**config.mk**
```make
export PLATFORM = sky130hd
export DESIGN_NAME = or_reduce_pipe
export DESIGN_NICKNAME = d
export VERILOG_FILES = /design/src/rtl/or_reduce_pkg.sv /design/src/rtl/or_reduce_stage.sv /design/src/rtl/or_reduce_pipe.sv
export SDC_FILE = /design/constraint.sdc
export NUM_CORES = 1
export LEC_CHECK = 0
export CAP_MARGIN = 20
export CELL_PAD_IN_SITES_DETAIL_PLACEMENT = 0
export CELL_PAD_IN_SITES_GLOBAL_PLACEMENT = 1
export CORE_ASPECT_RATIO = 0.7
export CORE_UTILIZATION = 27
export CTS_CLUSTER_SIZE = 24
export DETAILED_ROUTE_END_ITERATION = 7
export PLACE_DENSITY = 0.74
export SLEW_MARGIN = 15
export SYNTH_ARGS = -nofsm -noshare
export SYNTH_HDL_FRONTEND = slang
export SYNTH_SLANG_ARGS = --single-unit
```
**constraint.sdc**
```tcl
create_clock -name CLK -period 1.31 [get_ports CLK]
set_input_delay 0.262 -clock CLK [delete_from_list [all_inputs] [get_ports CLK]]
set_output_delay 0.262 -clock CLK [all_outputs]
set_load 0.01 [all_outputs]
```
**src/rtl/or_reduce_pkg.sv**
```systemverilog
// Shared constants and elaboration-time helpers for the pipelined OR-reduction tree.
package or_reduce_pkg;

  localparam logic OR_MODE_PASS   = 1'b0;
  localparam logic OR_MODE_STICKY = 1'b1;

  // Output width of tree level `lvl` (lvl = -1 gives the raw input width n).
  function automatic int or_group_cnt(input int n, input int fanin, input int lvl);
    int w;
    w = n;
    for (int i = 0; i <= lvl; i++) begin
      w = (w + fanin - 1) / fanin;
    end
    return w;
  endfunction

  // Number of registered OR levels needed to bring n bits down to one; at least one.
  function automatic int or_levels(input int n, input int fanin);
    int w;
    int l;
    w = (n + fanin - 1) / fanin;
    l = 1;
    while (w > 1) begin
      w = (w + fanin - 1) / fanin;
      l++;
    end
    return l;
  endfunction

endpackage

```
**src/rtl/or_reduce_stage.sv**
```systemverilog
// One registered OR level for all lanes: groups of FANIN bits per lane are ORed
// (last group may be short), optionally merged with a mask, and held with a valid
// and mode bit. The stage accepts a new beat when empty or when it drains this cycle.
module or_reduce_stage
  import or_reduce_pkg::*;
#(
  parameter int LANES = 4,
  parameter int W_IN  = 8,
  parameter int FANIN = 3,
  parameter int W_OUT = or_group_cnt(W_IN, FANIN, 0)
) (
  input  logic                   clk,
  input  logic                   rst_n,
  input  logic [LANES*W_IN-1:0]  data_i,
  input  logic                   valid_i,
  input  logic                   mode_i,
  input  logic [LANES*W_OUT-1:0] mask_i,
  input  logic                   ready_i,
  output logic                   ready_o,
  output logic                   valid_o,
  output logic                   mode_o,
  output logic [LANES*W_OUT-1:0] data_o
);

  logic [LANES*W_OUT-1:0] res;
  logic [LANES*W_OUT-1:0] data_q, data_d;
  logic                   valid_q, valid_d;
  logic                   mode_q, mode_d;
  logic                   load;

  assign ready_o = !valid_q || ready_i;
  assign load    = valid_i && ready_o;

  // Group-wise OR of each lane's input bits, merged with the caller's mask.
  // NOTE: every always_comb output gets a default first so no path leaves it unassigned (no latch).
  always_comb begin
    res = '0;
    for (int k = 0; k < LANES; k++) begin
      for (int b = 0; b < W_IN; b++) begin
        res[k*W_OUT + b/FANIN] |= data_i[k*W_IN + b];
      end
    end
    res |= mask_i;
  end

  // Next-state: load on acceptance, empty when the contents leave without a refill.
  always_comb begin
    valid_d = valid_q;
    data_d  = data_q;
    mode_d  = mode_q;
    if (load) begin
      valid_d = 1'b1;
      data_d  = res;
      mode_d  = mode_i;
    end else if (ready_i) begin
      valid_d = 1'b0;
    end
  end

  // Stage register; reset discards any beat in flight.
  // NOTE: state registers use non-blocking assignment so all stages update from pre-edge values.
  always_ff @(posedge clk or negedge rst_n) begin
    if (!rst_n) begin
      valid_q <= 1'b0;
      data_q  <= '0;
      mode_q  <= OR_MODE_PASS;
    end else begin
      valid_q <= valid_d;
      data_q  <= data_d;
      mode_q  <= mode_d;
    end
  end

  assign valid_o = valid_q;
  assign mode_o  = mode_q;
  assign data_o  = data_q;

endmodule

```
**src/rtl/or_reduce_pipe.sv**
```systemverilog
// Pipelined OR-reduction of N_IN bits per lane over LANES lanes with valid/ready
// flow control. The final level merges the sticky accumulator for sticky beats;
// ACC tracks the last sticky result and is zeroed by CLR (clear wins over the merge).
module or_reduce_pipe
  import or_reduce_pkg::*;
#(
  parameter int N_IN  = 8,
  parameter int LANES = 4,
  parameter int FANIN = 3
) (
  input  logic                  CLK,
  input  logic                  RSTB,
  input  logic [LANES*N_IN-1:0] IN,
  input  logic                  IN_VALID,
  output logic                  IN_READY,
  input  logic                  MODE,
  input  logic                  CLR,
  output logic [LANES-1:0]      Q,
  output logic                  Q_VALID,
  input  logic                  Q_READY
);

  localparam int L = or_levels(N_IN, FANIN);

  logic [L-1:0]     stage_valid;
  logic [L-1:0]     stage_mode;
  logic [L-1:0]     stage_ready;

  logic [LANES-1:0] acc_q, acc_d;
  logic [LANES-1:0] fin_tree;
  logic [LANES-1:0] fin_mask;
  logic             fin_load;
  logic             fin_sticky;

  assign IN_READY = stage_ready[0];

  for (genvar j = 0; j < L; j++) begin : g_lvl
    localparam int W_I = or_group_cnt(N_IN, FANIN, j - 1);
    localparam int W_O = or_group_cnt(N_IN, FANIN, j);

    logic [LANES*W_I-1:0] din;
    logic [LANES*W_O-1:0] dout;
    logic [LANES*W_O-1:0] mask;
    logic                 valid_in;
    logic                 mode_in;
    logic                 rdy_dn;

    if (j == 0) begin : g_head
      assign din      = IN;
      assign valid_in = IN_VALID;
      assign mode_in  = MODE;
    end else begin : g_link
      assign din      = g_lvl[j-1].dout;
      assign valid_in = stage_valid[j-1];
      assign mode_in  = stage_mode[j-1];
    end

    if (j == L - 1) begin : g_tail
      // The final stage's carried mode has no consumer beyond this point.
      logic mode_unused;
      assign mode_unused = stage_mode[j];
      assign rdy_dn      = Q_READY;
      assign fin_sticky  = (mode_in == OR_MODE_STICKY);
      assign fin_load    = valid_in && stage_ready[j];
      assign fin_mask    = (fin_sticky && !CLR) ? acc_q : '0;
      assign mask        = fin_mask;
      assign Q           = dout;
      assign Q_VALID     = stage_valid[j];

      // Per-lane tree result entering the final stage, before the sticky merge.
      always_comb begin
        fin_tree = '0;
        for (int k = 0; k < LANES; k++) begin
          fin_tree[k] = |din[k*W_I +: W_I];
        end
      end
    end else begin : g_mid
      assign rdy_dn = stage_ready[j+1];
      assign mask   = '0;
    end

    or_reduce_stage #(
      .LANES (LANES),
      .W_IN  (W_I),
      .FANIN (FANIN),
      .W_OUT (W_O)
    ) u_stage (
      .clk     (CLK),
      .rst_n   (RSTB),
      .data_i  (din),
      .valid_i (valid_in),
      .mode_i  (mode_in),
      .mask_i  (mask),
      .ready_i (rdy_dn),
      .ready_o (stage_ready[j]),
      .valid_o (stage_valid[j]),
      .mode_o  (stage_mode[j]),
      .data_o  (dout)
    );
  end

  // ACC takes the merged value of each sticky beat entering the final stage; a CLR
  // without such a beat empties it (with one, the mask is already suppressed).
  always_comb begin
    acc_d = acc_q;
    if (fin_load && fin_sticky) begin
      acc_d = fin_tree | fin_mask;
    end else if (CLR) begin
      acc_d = '0;
    end
  end

  // Accumulator register.
  always_ff @(posedge CLK or negedge RSTB) begin
    if (!RSTB) begin
      acc_q <= '0;
    end else begin
      acc_q <= acc_d;
    end
  end

endmodule

```
==> results of run 1 <==
routing by layer:
metal  vias to the layer above  part of all wire  GRT usage
li1                        437                 -          -
met1                       423              0.42      0.190
met2                        34              0.51      0.271
met3                         2             0.069     0.0481
met4                         0            0.0066     0.0283
met5                         -                 0          0
cell usage in the layout (no fill, tap or decap):
master and instances:
clkdlybuf4s50_1 35, a21oi_1 25, dfrtp_1 23, buf_4 12, nor3_1 9, mux2_2 7, dlygate4sd2_1 5, nor2_1 4
a2111o_1 3, and2b_1 3, clkbuf_8 3, nand2b_1 2, nand3b_4 1, nand2b_2 1, nor2b_4 1, nand2_2 1
and2_4 1, nand3b_1 1, a41oi_1 1, inv_1 1, nand3_4 1, o22ai_1 1, clkbuf_1 1, dlymetal6s2s_1 1
buf_6 1, clkdlybuf4s15_1 1
logic make-up (layout without fill, tap and decap cells):
group | Yosys count | after routing | synth area share
AOI/OAI and AO/OA | 30 | 30 | 0.176
buffers and inverters | 4 | 60 | 0.0165
DFF | 23 | 23 | 0.584
muxes | 7 | 7 | 0.0800
and+or+nand+nor | 25 | 25 | 0.143
through the flow:
| stage | cells | instance area (um^2) | TNS [ns] | setup WS, ns |
|---|---|---|---|---|
| global route | 192 | 1630 | -0.0766 | -0.0212 |
| detailed placement | 186 | 1540 | -5.74 | -0.404 |
| finish | 192 | 1630 | 0 | 0.0228 |
| CTS | 192 | 1610 | 0 | 0.00757 |
| global placement | 186 | 1540 | -5.31 | -0.405 |
| floorplan | 89 | 986 | 0 | 0.00849 |
worst min-delay path by stage:
stage | slack, ns | to | cells past startpoint | from
after floorplan | -0.03 | acc_q[0]$_DFFE_PN0P_ | 0 | RSTB
after global placement | 0.49 | g_lvl[1].u_stage.data_o[1]$_DFFE_PN0P_ | 1 | g_lvl[1].u_stage.data_o[1]$_DFFE_PN0P_
after detailed placement | 0.50 | g_lvl[1].u_stage.data_o[1]$_DFFE_PN0P_ | 1 | g_lvl[1].u_stage.data_o[1]$_DFFE_PN0P_
after CTS | 0.37 | g_lvl[1].u_stage.valid_o$_DFFE_PN0P_ | 2 | RSTB
after global routing | 0.39 | g_lvl[0].u_stage.mode_o$_DFFE_PN0P_ | 2 | RSTB
final | 0.36 | g_lvl[0].u_stage.mode_o$_DFFE_PN0P_ | 2 | RSTB
registers in the layout, indices dropped and copies added (netlist names):
signal,count
g_lvl.u_stage.mode_o,1
g_lvl.u_stage.valid_o,2
acc_q,4
g_lvl.u_stage.data_o,16
area by class of cell:
cell class | instances | area [um^2] | area share
Inverter | 1 | 3.75 | 0.00230
Timing Repair Buffer | 55 | 518 | 0.317
Clock buffer | 4 | 45.0 | 0.0276
Multi-Input combinational cell | 62 | 430 | 0.264
Tap cell | 47 | 58.8 | 0.0360
Sequential cell | 23 | 576 | 0.353
cells in the mapped netlist (all sizes together):
cell,instances
nor3,9
nand3b,2
a2111o,3
clkbuf,2
nand2,1
nor2b,1
dfrtp,23
and2b,3
nand3,1
nor2,4
a41oi,1
o22ai,1
nand2b,3
a21oi,25
inv,1
mux2,7
buf,1
and2,1
power by group through the flow:
stage / clock, W / combinational [W] / sequential (W)
3_3_place_gp: 0 / 0.000302 / 0.000824
5_1_grt: 0.000483 / 0.000374 / 0.000819
2_1_floorplan: 0 / 0.000114 / 0.000818
3_5_place_dp: 0 / 0.000312 / 0.000828
6_report: 0.000434 / 0.000341 / 0.000812
4_1_cts: 0.000454 / 0.000332 / 0.000812
critical path, stage by stage, from the launching register on:
cell	delay, ns
dfrtp_1	0.39
nor2b_4	0.14
a2111o_1	0.38
mux2_2	0.27
repair_timing:
action / 4_1_cts / 5_1_grt
setup buffers: 2 / 0
endpoints found under the setup margin: 14 / 11
gates resized for setup: 16 / 5
endpoints found under the hold margin: 0 / 0
pin swaps: 3 / 0
==> impl_metrics.py, run 1 <==
metrics = {
    "setup_path": {
        "r2r_end": "g_lvl[1].u_stage.data_o[3]$_DFFE_PN0P_",
        "cp.arrival_ns": 1.44,
        "end_kind": "flop",
        "worstPathRequired_ns": 1.46,
        "ff2ff_path_depth": 3,
        "cp-start-kind": "flop",
        "reg2reg_slack_ns": 0.02,
        "worstSetupPathType": "flop to flop",
        "timing.rr.start": "g_lvl[0].u_stage.mode_o$_DFFE_PN0P_",
        "crit_path_start": "g_lvl[0].u_stage.mode_o$_DFFE_PN0P_",
        "crit_fanout": 3,
        "worstSetupEndpoint": "g_lvl[1].u_stage.data_o[3]$_DFFE_PN0P_",
    },
    "grt": {
        "grt_first_pass_wirelength_mm": 4.37,
        "grt_max_degree": 24,
        "grt_usage": 0.155,
        "grt_pass1_vias": 937,
        "antenna_found_initial": 0,
        "grt-ovfl-total": 0,
    },
    "logic_synthesis": {
        "yosys-top-cells-area": "dfrtp_1 58%, a21oi_1 13%, mux2_2 8.0%",
        "synth_seq_area_share": 0.584,
        "synth_warnings": 0,
        "mappedNetlistNets": 127,
        "synth_top_area_cell": "dfrtp_1",
        "netlist_area_um2": 986,
        "synth.avg_cell_area_um2": 11.1,
        "synth_cell_type_count": 19,
        "syn_inst": 89,
        "synth-seq-cells": 23,
        "synth_top_area_share": 0.584,
    },
    "timing": {
        "clock.fmax_mhz": 777,
        "post-route-period-util": 0.983,
        "finalCriticalPeriod_ns": 1.29,
        "rsz0062_at_grt": "true",
        "slew_viol_final": 0,
        "setup_viol": 0,
        "hold_viol": 0,
        "fin_skew_ns": 0.00172,
        "tightest_slew_ns": 0.384,
        "relSlewSlack": 0.742,
        "hold_ws_ns": 0.363,
    },
    "clocking": {
        "clk_pin_slew_ns": 0.08,
        "cts_sinks": 23,
        "cts_tree": "yes",
        "clk_latency_ns": 0.26,
        "h-tree-depth": 1,
        "cts-root-buf": "clkbuf_8",
        "cts_hold_buf": 0,
        "clock_path_buffers": 2,
        "cts_buffers": 3,
    },
    "final_layout": {
        "fillers": 316,
        "fin_util": 0.492,
        "num_antenna_cells": 0,
        "area_delta_synth_final_pct": 65.5,
        "finalNetCount": 184,
        "drive_gt1_frac": 0.200,
    },
    "power_and_ir_drop": {
        "peakVddDrop_mv": 0.396,
        "power_w": 0.00159,
        "p_int_w": 0.00120,
        "p_seq_frac": 0.512,
        "pwr-share-clk": 0.273,
        "p_sw_w": 0.000387,
        "p_leak_nw": 0.628,
        "p_sw_frac": 0.244,
        "p_comb_frac": 0.215,
        "powerDensity_nw_per_um2": 972,
    },
    "floorplanning": {
        "die_height_um": 52.6,
        "initial_utilization": 0.297,
        "core_um2": 3320,
        "row_count": 17,
        "fp.dieW_um": 74.2,
        "num_io_pins": 44,
        "die-area_um2": 3900,
    },
    "route": {
        "wl_per_cell_um": 14.1,
        "avgViaCountPerCell": 4.67,
        "drt.antenna.violating_nets": 0,
        "drc_errors": 0,
        "vias": 896,
        "drt_iter0_drc": 21,
        "wirelength_mm": 2.72,
        "drtPass1Iterations": 4,
    },
    "status": {
        "status": "finished, final reports clean",
    },
    "place": {
        "io_buffers": 43,
        "hpwl_mm": 2.11,
        "gp_congestion": 0.745,
    },
    "hold_path": {
        "hold_path_class": "input port to asynchronous set/reset pin",
    },
    "run": {
        "maxCapViolations": 0,
    },
}
Power figures use the tool's default switching activity.
==> inputs of run 2 (changes only) <==
- GPL_TIMING_DRIVEN: not set -> 0
==> impl_metrics.py, run 2 (synthesized netlist as in run 1, its figures left out) <==
metrics = {
    "route": {
        "wirelength_mm": 2.45,
        "drtPass1Iterations": 4,
        "vias": 878,
        "drt.antenna.violating_nets": 0,
        "avgViaCountPerCell": 4.67,
        "wl_per_cell_um": 13.0,
        "drc_errors": 0,
        "drt_iter0_drc": 42,
    },
    "clocking": {
        "h-tree-depth": 1,
        "clock_path_buffers": 2,
        "clk_pin_slew_ns": 0.08,
        "clk_latency_ns": 0.26,
        "cts_buffers": 3,
        "cts-root-buf": "clkbuf_8",
        "cts_sinks": 23,
        "cts_tree": "yes",
    },
    "grt": {
        "grt_max_degree": 24,
        "antenna_found_initial": 0,
        "grt_pass1_vias": 856,
        "grt-ovfl-total": 0,
        "grt_usage": 0.143,
        "grt_first_pass_wirelength_mm": 3.84,
    },
    "timing": {
        "tightest_slew_ns": 0.626,
        "post-route-period-util": 1.02,
        "clock.fmax_mhz": 751,
        "relSlewSlack": 0.581,
        "setup_slack_ns": -0.0211,
        "slew_viol_final": 0,
        "finalCriticalPeriod_ns": 1.33,
        "setup_viol": 4,
        "rsz0062_at_grt": "true",
        "hold_viol": 0,
        "fin_skew_ns": 0.00347,
    },
    "run": {
        "maxCapViolations": 0,
    },
    "final_layout": {
        "num_antenna_cells": 0,
        "final_common_cell": "clkdlybuf4s50_1",
        "largest_reg_flops": 16,
        "drive_gt1_frac": 0.163,
        "finalNetCount": 180,
        "multi_input_area_um2": 420,
        "fillers": 315,
        "fin_util": 0.483,
        "final_cell_mix": "35 x clkdlybuf4s50_1, 25 x a21oi_1, 22 x dfrtp_1",
        "area_delta_synth_final_pct": 62.7,
        "final-seq-area_um2": 577,
        "fin_area_um2": 1600,
    },
    "setup_path": {
        "cp.arrival_ns": 1.49,
        "critPathTopFamily": "compound AO/OA/AOI/OAI gates",
        "worstSetupPathType": "flop to flop",
        "worstPathRequired_ns": 1.47,
        "reg2reg_slack_ns": -0.02,
        "slowest_stage": "a2111o_1",
        "crit_buf_inv": 0,
        "end_kind": "flop",
        "crit_path_start": "g_lvl[0].u_stage.mode_o$_DFFE_PN0P_",
        "cp-start-kind": "flop",
        "critical_path.cell_chain": "nor2b_4 > a2111o_1 > mux2_4",
        "crit_fanout": 3,
        "timing.rr.start": "g_lvl[0].u_stage.mode_o$_DFFE_PN0P_",
        "max_stage_delay_ns": 0.42,
    },
    "place": {
        "hpwl_mm": 1.85,
        "gp_congestion": 0.719,
        "post_dp_cell_area_um2": 1480,
        "io_buffers": 43,
    },
    "power_and_ir_drop": {
        "p_leak_nw": 0.615,
        "powerDensity_nw_per_um2": 976,
        "peakVddDrop_mv": 0.344,
    },
    "floorplanning": {
        "core_um2": 3320,
        "die-area_um2": 3900,
        "num_io_pins": 44,
        "die_height_um": 52.6,
        "initial_utilization": 0.297,
        "fp.dieW_um": 74.2,
        "row_count": 17,
    },
    "status": {
        "violations": "setup timing",
        "status": "finished, violations left",
    },
    "hold_path": {
        "hold_path_class": "input port to asynchronous set/reset pin",
    },
}
-- run 2: repair_timing --
item | CTS | global route
resized for setup | 22 | 6
hold buffers | 0 | 0
pin swaps | 3 | 1
buffers inserted | 3 | 1
endpoints found under the setup margin | 23 | 13
-- run 2: worst reg2reg max path: cells and delay by family, from the launching register on --
| kind | cells | cell delay, ns |
|---|---|---|
| flip-flops | 1 | 0.38 |
| AO/OA/AOI/OAI | 1 | 0.42 |
| multiplexers | 1 | 0.28 |
| AND/OR/NAND/NOR | 1 | 0.14 |
-- run 2: worst paths after layout --
kind / to / cells past startpoint
max: g_lvl[1].u_stage.data_o[0]$_DFFE_PN0P_ / 3
min: g_lvl[1].u_stage.valid_o$_DFFE_PN0P_ / 1
max reg2reg: g_lvl[1].u_stage.data_o[0]$_DFFE_PN0P_ / 3
min reg2reg: g_lvl[1].u_stage.data_o[3]$_DFFE_PN0P_ / 1
max in group asynchronous: acc_q[0]$_DFFE_PN0P_ / 2
min in group CLK: g_lvl[1].u_stage.valid_o$_DFFE_PN0P_ / 3
-- run 2: cell type report --
class / count / share of cell area
buffer: 3 / 0.0195
inverter: 1 / 0.00234
clock buffer: 4 / 0.0281
multi-input combinational: 62 / 0.262
sequential: 23 / 0.360
timing repair buffer: 48 / 0.292
tap: 47 / 0.0367
-- run 2: layer usage --
metal	track usage	wire [um]	part of all wire
met1	0.163	1080	0.44
met2	0.239	1200	0.49
met3	0.0404	134	0.055
met4	0.0881	44	0.018
met5	0	0	0
-- run 2: power by group --
part	internal, W	switching (W)	leakage (nW)	total, W
combinational	0.000200	0.000122	0.358	0.000322
sequential	0.000774	0.0000369	0.235	0.000811
clock	0.000217	0.000216	0.0228	0.000433
-- run 2: stage by stage --
| step | setup TNS (ns) | worst slack, ns | hold WS [ns] | power, W | instances |
|---|---|---|---|---|---|
| 2_1_floorplan | 0 | 0.00849 | -0.0336 | 0.000932 | 89 |
| 3_3_place_gp | -10.97 | -0.830 | 0.489 | 0.00109 | 179 |
| 3_5_place_dp | -12.46 | -0.862 | 0.495 | 0.00111 | 179 |
| 4_1_cts | -0.0486 | -0.0192 | 0.488 | 0.00157 | 186 |
| 5_1_grt | -0.301 | -0.0726 | 0.417 | 0.00164 | 188 |
| 6_report | -0.0629 | -0.0211 | 0.381 | 0.00157 | 188 |
